`config.mk`:
```
export PLATFORM = sky130hd
export DESIGN_NAME = stopwatch_mmss
export DESIGN_NICKNAME = d
export VERILOG_FILES = /design/src/rtl/stopwatch_mmss.sv
export SDC_FILE = /design/constraint.sdc
export NUM_CORES = 1
export LEC_CHECK = 0
export CAP_MARGIN = 40
export CORE_MARGIN = 3
export CORE_UTILIZATION = 45
export CTS_CLUSTER_SIZE = 20
export DETAILED_ROUTE_END_ITERATION = 8
export HOLD_SLACK_MARGIN = 0.02
export PLACE_DENSITY_LB_ADDON = 0.12
export SETUP_SLACK_MARGIN = 0.5
export SYNTH_ARGS = -nofsm -noshare
export SYNTH_HDL_FRONTEND = slang
export SYNTH_SLANG_ARGS = --single-unit
```
`constraint.sdc`:
```
create_clock -name clk -period 2.4 [get_ports clk]
set_input_delay 0.6 -clock clk [delete_from_list [all_inputs] [get_ports clk]]
set_output_delay 0.6 -clock clk [all_outputs]
set_load 0.05 [all_outputs]
```
`src/rtl/stopwatch_mmss.sv`:
```
// stopwatch_mmss: MM:SS stopwatch / countdown timer with debounced buttons
// and four 7-segment digit outputs.
//
// Ports:
//   clk, rst           system clock, synchronous active-high reset
//   btn_start_n        start/stop button (active-low, asynchronous)
//   btn_lap_n          lap/clear button (active-low, asynchronous)
//   mode_down          0 = count up, 1 = count down from preset
//   preset[15:0]       BCD preset {mt, mu, st, su}
//   seg_mt..seg_su     segments a..g (MSB = a), active-high
//   running            time base advancing
//   lap_hold           display frozen while counting continues
//   done               countdown reached 00:00
//   wrap               one-cycle pulse on 59:59 -> 00:00 in up mode

// Button conditioner: 2-FF synchroniser, debouncer, falling-edge pulse.
module stopwatch_mmss_btn #(
    parameter int DEB_CYCLES = 120000
) (
    input  logic clk,
    input  logic rst,
    input  logic btn_n,
    output logic press
);
    localparam int CW = $clog2(DEB_CYCLES + 1);

    logic          s1, s2, deb, deb_d;
    logic [CW-1:0] cnt;

    always_ff @(posedge clk) begin
        if (rst) begin
            s1    <= 1'b1;
            s2    <= 1'b1;
            deb   <= 1'b1;
            deb_d <= 1'b1;
            cnt   <= '0;
        end else begin
            s1    <= btn_n;
            s2    <= s1;
            deb_d <= deb;
            // Count consecutive samples that disagree with the accepted
            // level; any agreeing sample restarts the count.
            if (s2 != deb) begin
                if (cnt == CW'(DEB_CYCLES - 1)) begin
                    deb <= s2;
                    cnt <= '0;
                end else begin
                    cnt <= cnt + 1'b1;
                end
            end else begin
                cnt <= '0;
            end
        end
    end

    // Press = debounced 1->0; the pulse sits in the cycle after the level
    // flips so the consumer acts on the following edge.
    assign press = deb_d & ~deb;
endmodule

module stopwatch_mmss #(
    parameter int CLK_HZ     = 12000000,
    parameter int DEB_CYCLES = 120000
) (
    input  logic        clk,
    input  logic        rst,
    input  logic        btn_start_n,
    input  logic        btn_lap_n,
    input  logic        mode_down,
    input  logic [15:0] preset,
    output logic [6:0]  seg_mt,
    output logic [6:0]  seg_mu,
    output logic [6:0]  seg_st,
    output logic [6:0]  seg_su,
    output logic        running,
    output logic        lap_hold,
    output logic        done,
    output logic        wrap
);
    localparam int             PW   = $clog2(CLK_HZ);
    localparam logic [PW-1:0]  PMAX = PW'(CLK_HZ - 1);

    logic [1:0]    btn_n, press;
    logic          start_p, lap_p, tick, mode;
    logic [PW-1:0] pre;
    logic [15:0]   tm, lat, inc_t, dec_t, pre_c, disp;

    assign btn_n = {btn_lap_n, btn_start_n};

    genvar g;
    generate
        for (g = 0; g < 2; g++) begin : g_btn
            stopwatch_mmss_btn #(.DEB_CYCLES(DEB_CYCLES)) u_btn (
                .clk   (clk),
                .rst   (rst),
                .btn_n (btn_n[g]),
                .press (press[g])
            );
        end
    endgenerate

    assign start_p = press[0];
    assign lap_p   = press[1];
    assign tick    = running && (pre == PMAX);

    function automatic logic [15:0] clamp(input logic [15:0] p);
        clamp[15:12] = (p[15:12] > 4'd5) ? 4'd5 : p[15:12];
        clamp[11:8]  = (p[11:8]  > 4'd9) ? 4'd9 : p[11:8];
        clamp[7:4]   = (p[7:4]   > 4'd5) ? 4'd5 : p[7:4];
        clamp[3:0]   = (p[3:0]   > 4'd9) ? 4'd9 : p[3:0];
    endfunction

    function automatic logic [6:0] seg7(input logic [3:0] d);
        case (d)
            4'd0:    seg7 = 7'b1111110;
            4'd1:    seg7 = 7'b0110000;
            4'd2:    seg7 = 7'b1101101;
            4'd3:    seg7 = 7'b1111001;
            4'd4:    seg7 = 7'b0110011;
            4'd5:    seg7 = 7'b1011011;
            4'd6:    seg7 = 7'b1011111;
            4'd7:    seg7 = 7'b1110000;
            4'd8:    seg7 = 7'b1111111;
            4'd9:    seg7 = 7'b1111011;
            default: seg7 = 7'b0000000;
        endcase
    endfunction

    assign pre_c = clamp(preset);

    // BCD increment with carries su -> st -> mu -> mt, 59:59 rolls to 00:00.
    always_comb begin
        inc_t = tm;
        if (tm[3:0] != 4'd9) inc_t[3:0] = tm[3:0] + 4'd1;
        else begin
            inc_t[3:0] = 4'd0;
            if (tm[7:4] != 4'd5) inc_t[7:4] = tm[7:4] + 4'd1;
            else begin
                inc_t[7:4] = 4'd0;
                if (tm[11:8] != 4'd9) inc_t[11:8] = tm[11:8] + 4'd1;
                else begin
                    inc_t[11:8]  = 4'd0;
                    inc_t[15:12] = (tm[15:12] != 4'd5) ? tm[15:12] + 4'd1 : 4'd0;
                end
            end
        end
    end

    // BCD decrement with borrows.
    always_comb begin
        dec_t = tm;
        if (tm[3:0] != 4'd0) dec_t[3:0] = tm[3:0] - 4'd1;
        else begin
            dec_t[3:0] = 4'd9;
            if (tm[7:4] != 4'd0) dec_t[7:4] = tm[7:4] - 4'd1;
            else begin
                dec_t[7:4] = 4'd5;
                if (tm[11:8] != 4'd0) dec_t[11:8] = tm[11:8] - 4'd1;
                else begin
                    dec_t[11:8]  = 4'd9;
                    dec_t[15:12] = (tm[15:12] != 4'd0) ? tm[15:12] - 4'd1 : 4'd5;
                end
            end
        end
    end

    always_ff @(posedge clk) begin
        if (rst) begin
            tm       <= '0;
            lat      <= '0;
            pre      <= '0;
            mode     <= 1'b0;
            running  <= 1'b0;
            lap_hold <= 1'b0;
            done     <= 1'b0;
            wrap     <= 1'b0;
        end else begin
            wrap <= 1'b0;
            if (!running) mode <= mode_down;
            if (running) pre <= tick ? '0 : pre + 1'b1;

            if (tick) begin
                if (!mode) begin
                    tm   <= inc_t;
                    wrap <= (tm == 16'h5959);
                end else begin
                    tm <= dec_t;
                    if (dec_t == 16'h0000) begin
                        running <= 1'b0;
                        done    <= 1'b1;
                    end
                end
            end

            // Start wins over lap when both pulse in the same cycle.
            if (start_p) begin
                if (running) begin
                    running <= 1'b0;
                end else if (mode && tm == 16'h0000) begin
                    tm <= pre_c;
                    if (pre_c == 16'h0000) begin
                        done <= 1'b1;
                    end else begin
                        running <= 1'b1;
                        done    <= 1'b0;
                    end
                end else begin
                    running <= 1'b1;
                    done    <= 1'b0;
                end
            end else if (lap_p) begin
                if (running) begin
                    lap_hold <= ~lap_hold;
                    // Non-blocking: a coinciding tick still latches pre-tick time.
                    if (!lap_hold) lat <= tm;
                end else begin
                    lap_hold <= 1'b0;
                    done     <= 1'b0;
                    pre      <= '0;
                    tm       <= mode ? pre_c : 16'h0000;
                end
            end
        end
    end

    assign disp   = lap_hold ? lat : tm;
    assign seg_mt = seg7(disp[15:12]);
    assign seg_mu = seg7(disp[11:8]);
    assign seg_st = seg7(disp[7:4]);
    assign seg_su = seg7(disp[3:0]);
endmodule

```
==> flow_summary_export.csv <==
group,metric,value,unit
floorplanning,fp-row-count,42,
pwr,switchingPower,812,uW
sta,hold_viol,0,
finish,fill_cells,887,
pwr,internal-power,2.62,mW
finish,nets,998,
worst_setup_path,r2r_slack,320,ps
detailed_routing,drtAntennaViolNets,0,
clocking,clock_latency,360,ps
placement,post-place-ws,95.3,ps
clocking,cts_tree,"done",
detailed_routing,wl,21200,um
sta,whs,429,ps
hold_path,holdCritPathClass,"reg -> reg",
floorplanning,die-area,15600,um2
sta,finalSetupViolCount,27,
logic_synthesis,syn-num-nets,852,
sta,tightest_slew,534,ps
hold_path,min_from,"g_btn[0].u_btn.s1",
placement,placedCellCount,1040,
pwr,totalPowerFinal,3.43,mW
sta,report.final.slew_viol_count,0,
worst_setup_path,path_class,"reg -> out",
placement,placed_cell_area,8150,um2
worst_setup_path,cp_max_fo,8,
clocking,cts_buffers,9,
clocking,holdBufCountCts,0,
worst_setup_path,cp.arrival,2010,ps
placement,gp_congestion,0.873,
placement,dp_hpwl,13200,um
pwr,powerDensity,338,nW/um2
finish,drive_gt1_share,41.3,%
logic_synthesis,synth_common_cells,"129 x nor2_1, 103 x dfxtp_1, 53 x nand2_1",
detailed_routing,wl_per_cell,18.8,um
clocking,h-tree-depth,3,
logic_synthesis,seq_area_frac_synth,32.5,%
pwr,p_leak,3.42,nW
hold_path,hold_depth,1,
pwr,p_comb_share,5.4,%
floorplanning,start_util,47.0,%
worst_setup_path,rr_worst_depth,5,
logic_synthesis,synth_area_leaders,"dfxtp_1 32%, nor2_1 7.6%, xnor2_1 5.4%",
logic_synthesis,async_flop_share,0,%
floorplanning,fp.coreArea,13500,um2
detailed_routing,vias_per_cell,6.00,
worst_setup_path,rr_endpoint,"tm[12]",
clocking,clk_pin_slew,70,ps
sta,min_period_over_period,109,%
status,violations,"negative setup slack",
logic_synthesis,synthFlopType,"dfxtp_1",
finish,final_util,75.2,%
sta,layout_setup_ws,-207,ps
finish,n_antenna_cell,0,
worst_setup_path,reg2reg_from,"tm[1]",
finish,final_area,10200,um2
logic_synthesis,synth_edf_count,0,
finish,instances_no_fill,1131,
floorplanning,fp.dieH,125,um
status,status,"complete, but fails checks",
detailed_routing,routed-via-count,6789,
logic_synthesis,yosysTopAreaCellShare,32.5,%
sta,clock.fmax,0.384,GHz
sta,setup-tns-final,-3910,ps
sta,maxSlewHeadroom,64.5,%
global_routing,antenna_found_initial,0,
clocking,cts-root-buf,"clkbuf_16",
global_routing,grt_pass1_vias,6273,
detailed_routing,route.detailed.drc,0,
finish,syn_to_final_growth,60.0,%
global_routing,gr-total-overflow,0,
global_routing,grt_max_degree,34,
logic_synthesis,ys_seq_elements,103,
placement,io_buffer_count,52,
sta,fin_skew,7.53,ps
logic_synthesis,syn_inst,804,
clocking,clkSinkCount,103,
global_routing,grt_pass1_wl,31700,um
logic_synthesis,yosys.area.top_type,"dfxtp_1",
logic_synthesis,ys.warnings.count,0,
floorplanning,num_io_pins,53,
logic_synthesis,syn_area,6340,um2
logic_synthesis,yosysMostFrequentCell,"nor2_1",
worst_setup_path,startpoint_type,"flip-flop",
pwr,ir_worst_vdd,365,uV
global_routing,gr-usage-all-layers,24.4,%
detailed_routing,drtIter0Drc,567,
pwr,swShare,23.7,%
pwr,p_clk_share,44.9,%
clocking,clock_path_buffers,2,
hold_path,hold_path_end,"g_btn[0].u_btn.s2",
detailed_routing,dr.pass1.iters,7,
logic_synthesis,syn_avg_cell_area,7.89,um2
floorplanning,fp.dieW,125,um
job,cap_violations,0,
worst_setup_path,required,1800,ps
logic_synthesis,synth_cell_types,77,
pwr,pwr-share-seq,49.7,%
sta,period_minus_slack,2610,ps
worst_setup_path,cp-end-kind,"output port",
sta,rsz0062_at_grt,"true",
sequential cells by signal, summed over array words and instances, names as in the netlist:
signal,cells
g_btn.u_btn.cnt,34
pre,24
lat,16
tm,16
g_btn.u_btn.deb,2
g_btn.u_btn.deb_d,2
g_btn.u_btn.s1,2
g_btn.u_btn.s2,2
done,1
lap_hold,1
mode,1
running,1
wrap,1
cells by family after synthesis:
| group | Yosys count | share of synthesized area (%) |
|---|---|---|
| AOI/OAI and AO/OA | 160 | 16.9 |
| xor gates and xnor gates | 57 | 7.87 |
| adders and majority gates | 27 | 5.32 |
| buffers and inverters | 69 | 4.30 |
| DFF | 103 | 32.5 |
| muxes | 21 | 3.41 |
| and+or+nand+nor | 367 | 29.7 |
critical path, cell delays in order (launching register included):
cell and delay, ps:
dfxtp_4 400, buf_12 160, mux2i_4 310, inv_2 110, ha_4 180, nor2_4 120, a21oi_2 60, o21ai_4 160
buf_12 150
worst max path at each step:
stage	start	end	slack, ps	cells past startpoint
floorplan	lap_hold	seg_mt[3]	-30	8
global placement	lap_hold	seg_st[3]	150	6
detailed placement	lap_hold	seg_mt[1]	100	8
CTS	lap_hold	seg_mt[4]	-170	6
global route	lap_hold	seg_su[3]	-280	8
finish	lap_hold	seg_su[3]	-210	8
final cells by class:
cell class | count | area (um2) | area share [%]
Sequential cell | 103 | 2120 | 20.9
Clock buffer | 10 | 229 | 2.25
Multi-Input combinational cell | 633 | 5430 | 53.5
Clock inverter | 6 | 78.8 | 0.776
Inverter | 27 | 111 | 1.10
Tap cell | 176 | 220 | 2.17
Timing Repair Buffer | 176 | 1970 | 19.4
repair_timing:
item / 4_1_cts / 5_1_grt
pin swaps: 24 / 53
resized for setup: 112 / 141
buffers inserted: 36 / 35
gates cloned: 2 / 2
setup endpoints to repair: 102 / 115
layer usage:
metal  vias up  GRT usage, %  share of wire (%)
met4         0          7.09                2.8
met3        55          6.13                6.6
met2       244          38.1                 47
li1       3200             -                  -
met1      3290          33.3                 44
met5         -             0                  0
power by group through the flow:
stage / Clock, mW / Combinational [mW] / Sequential [mW]
6_report: 1.54 / 0.185 / 1.71
2_1_floorplan: 0 / 0.0684 / 1.75
5_1_grt: 1.63 / 0.195 / 1.71
3_5_place_dp: 0 / 0.146 / 1.76
4_1_cts: 1.56 / 0.166 / 1.71
3_3_place_gp: 0 / 0.147 / 1.75
cells in the final DEF, fill, tap and decap left out, types with 6 or more instances in the layout:
cell type	count
nor2_1	109
buf_4	89
dfxtp_1	79
nand2_1	39
xnor2_1	39
buf_12	33
buf_6	26
nand3_1	25
nand4_1	22
a211oi_1	21
clkdlybuf4s50_1	20
inv_1	18
xor2_1	18
o21ai_0	18
nor3_1	17
nor2_4	15
ha_4	14
o21ai_4	13
dfxtp_2	13
a21oi_2	12
nand2_2	11
dfxtp_4	11
mux2i_4	10
and3_1	10
a21oi_1	10
clkbuf_16	10
a31oi_1	8
and4_1	7
or2_2	7
nand2b_1	7
nor4_4	7
ha_2	7
o21ai_1	6
a21oi_4	6
o21ai_2	6
nor4_1	6
or3_4	6
or3_1	6
nand4b_1	6
ha_1	6
Power figures use the tool's default switching activity.
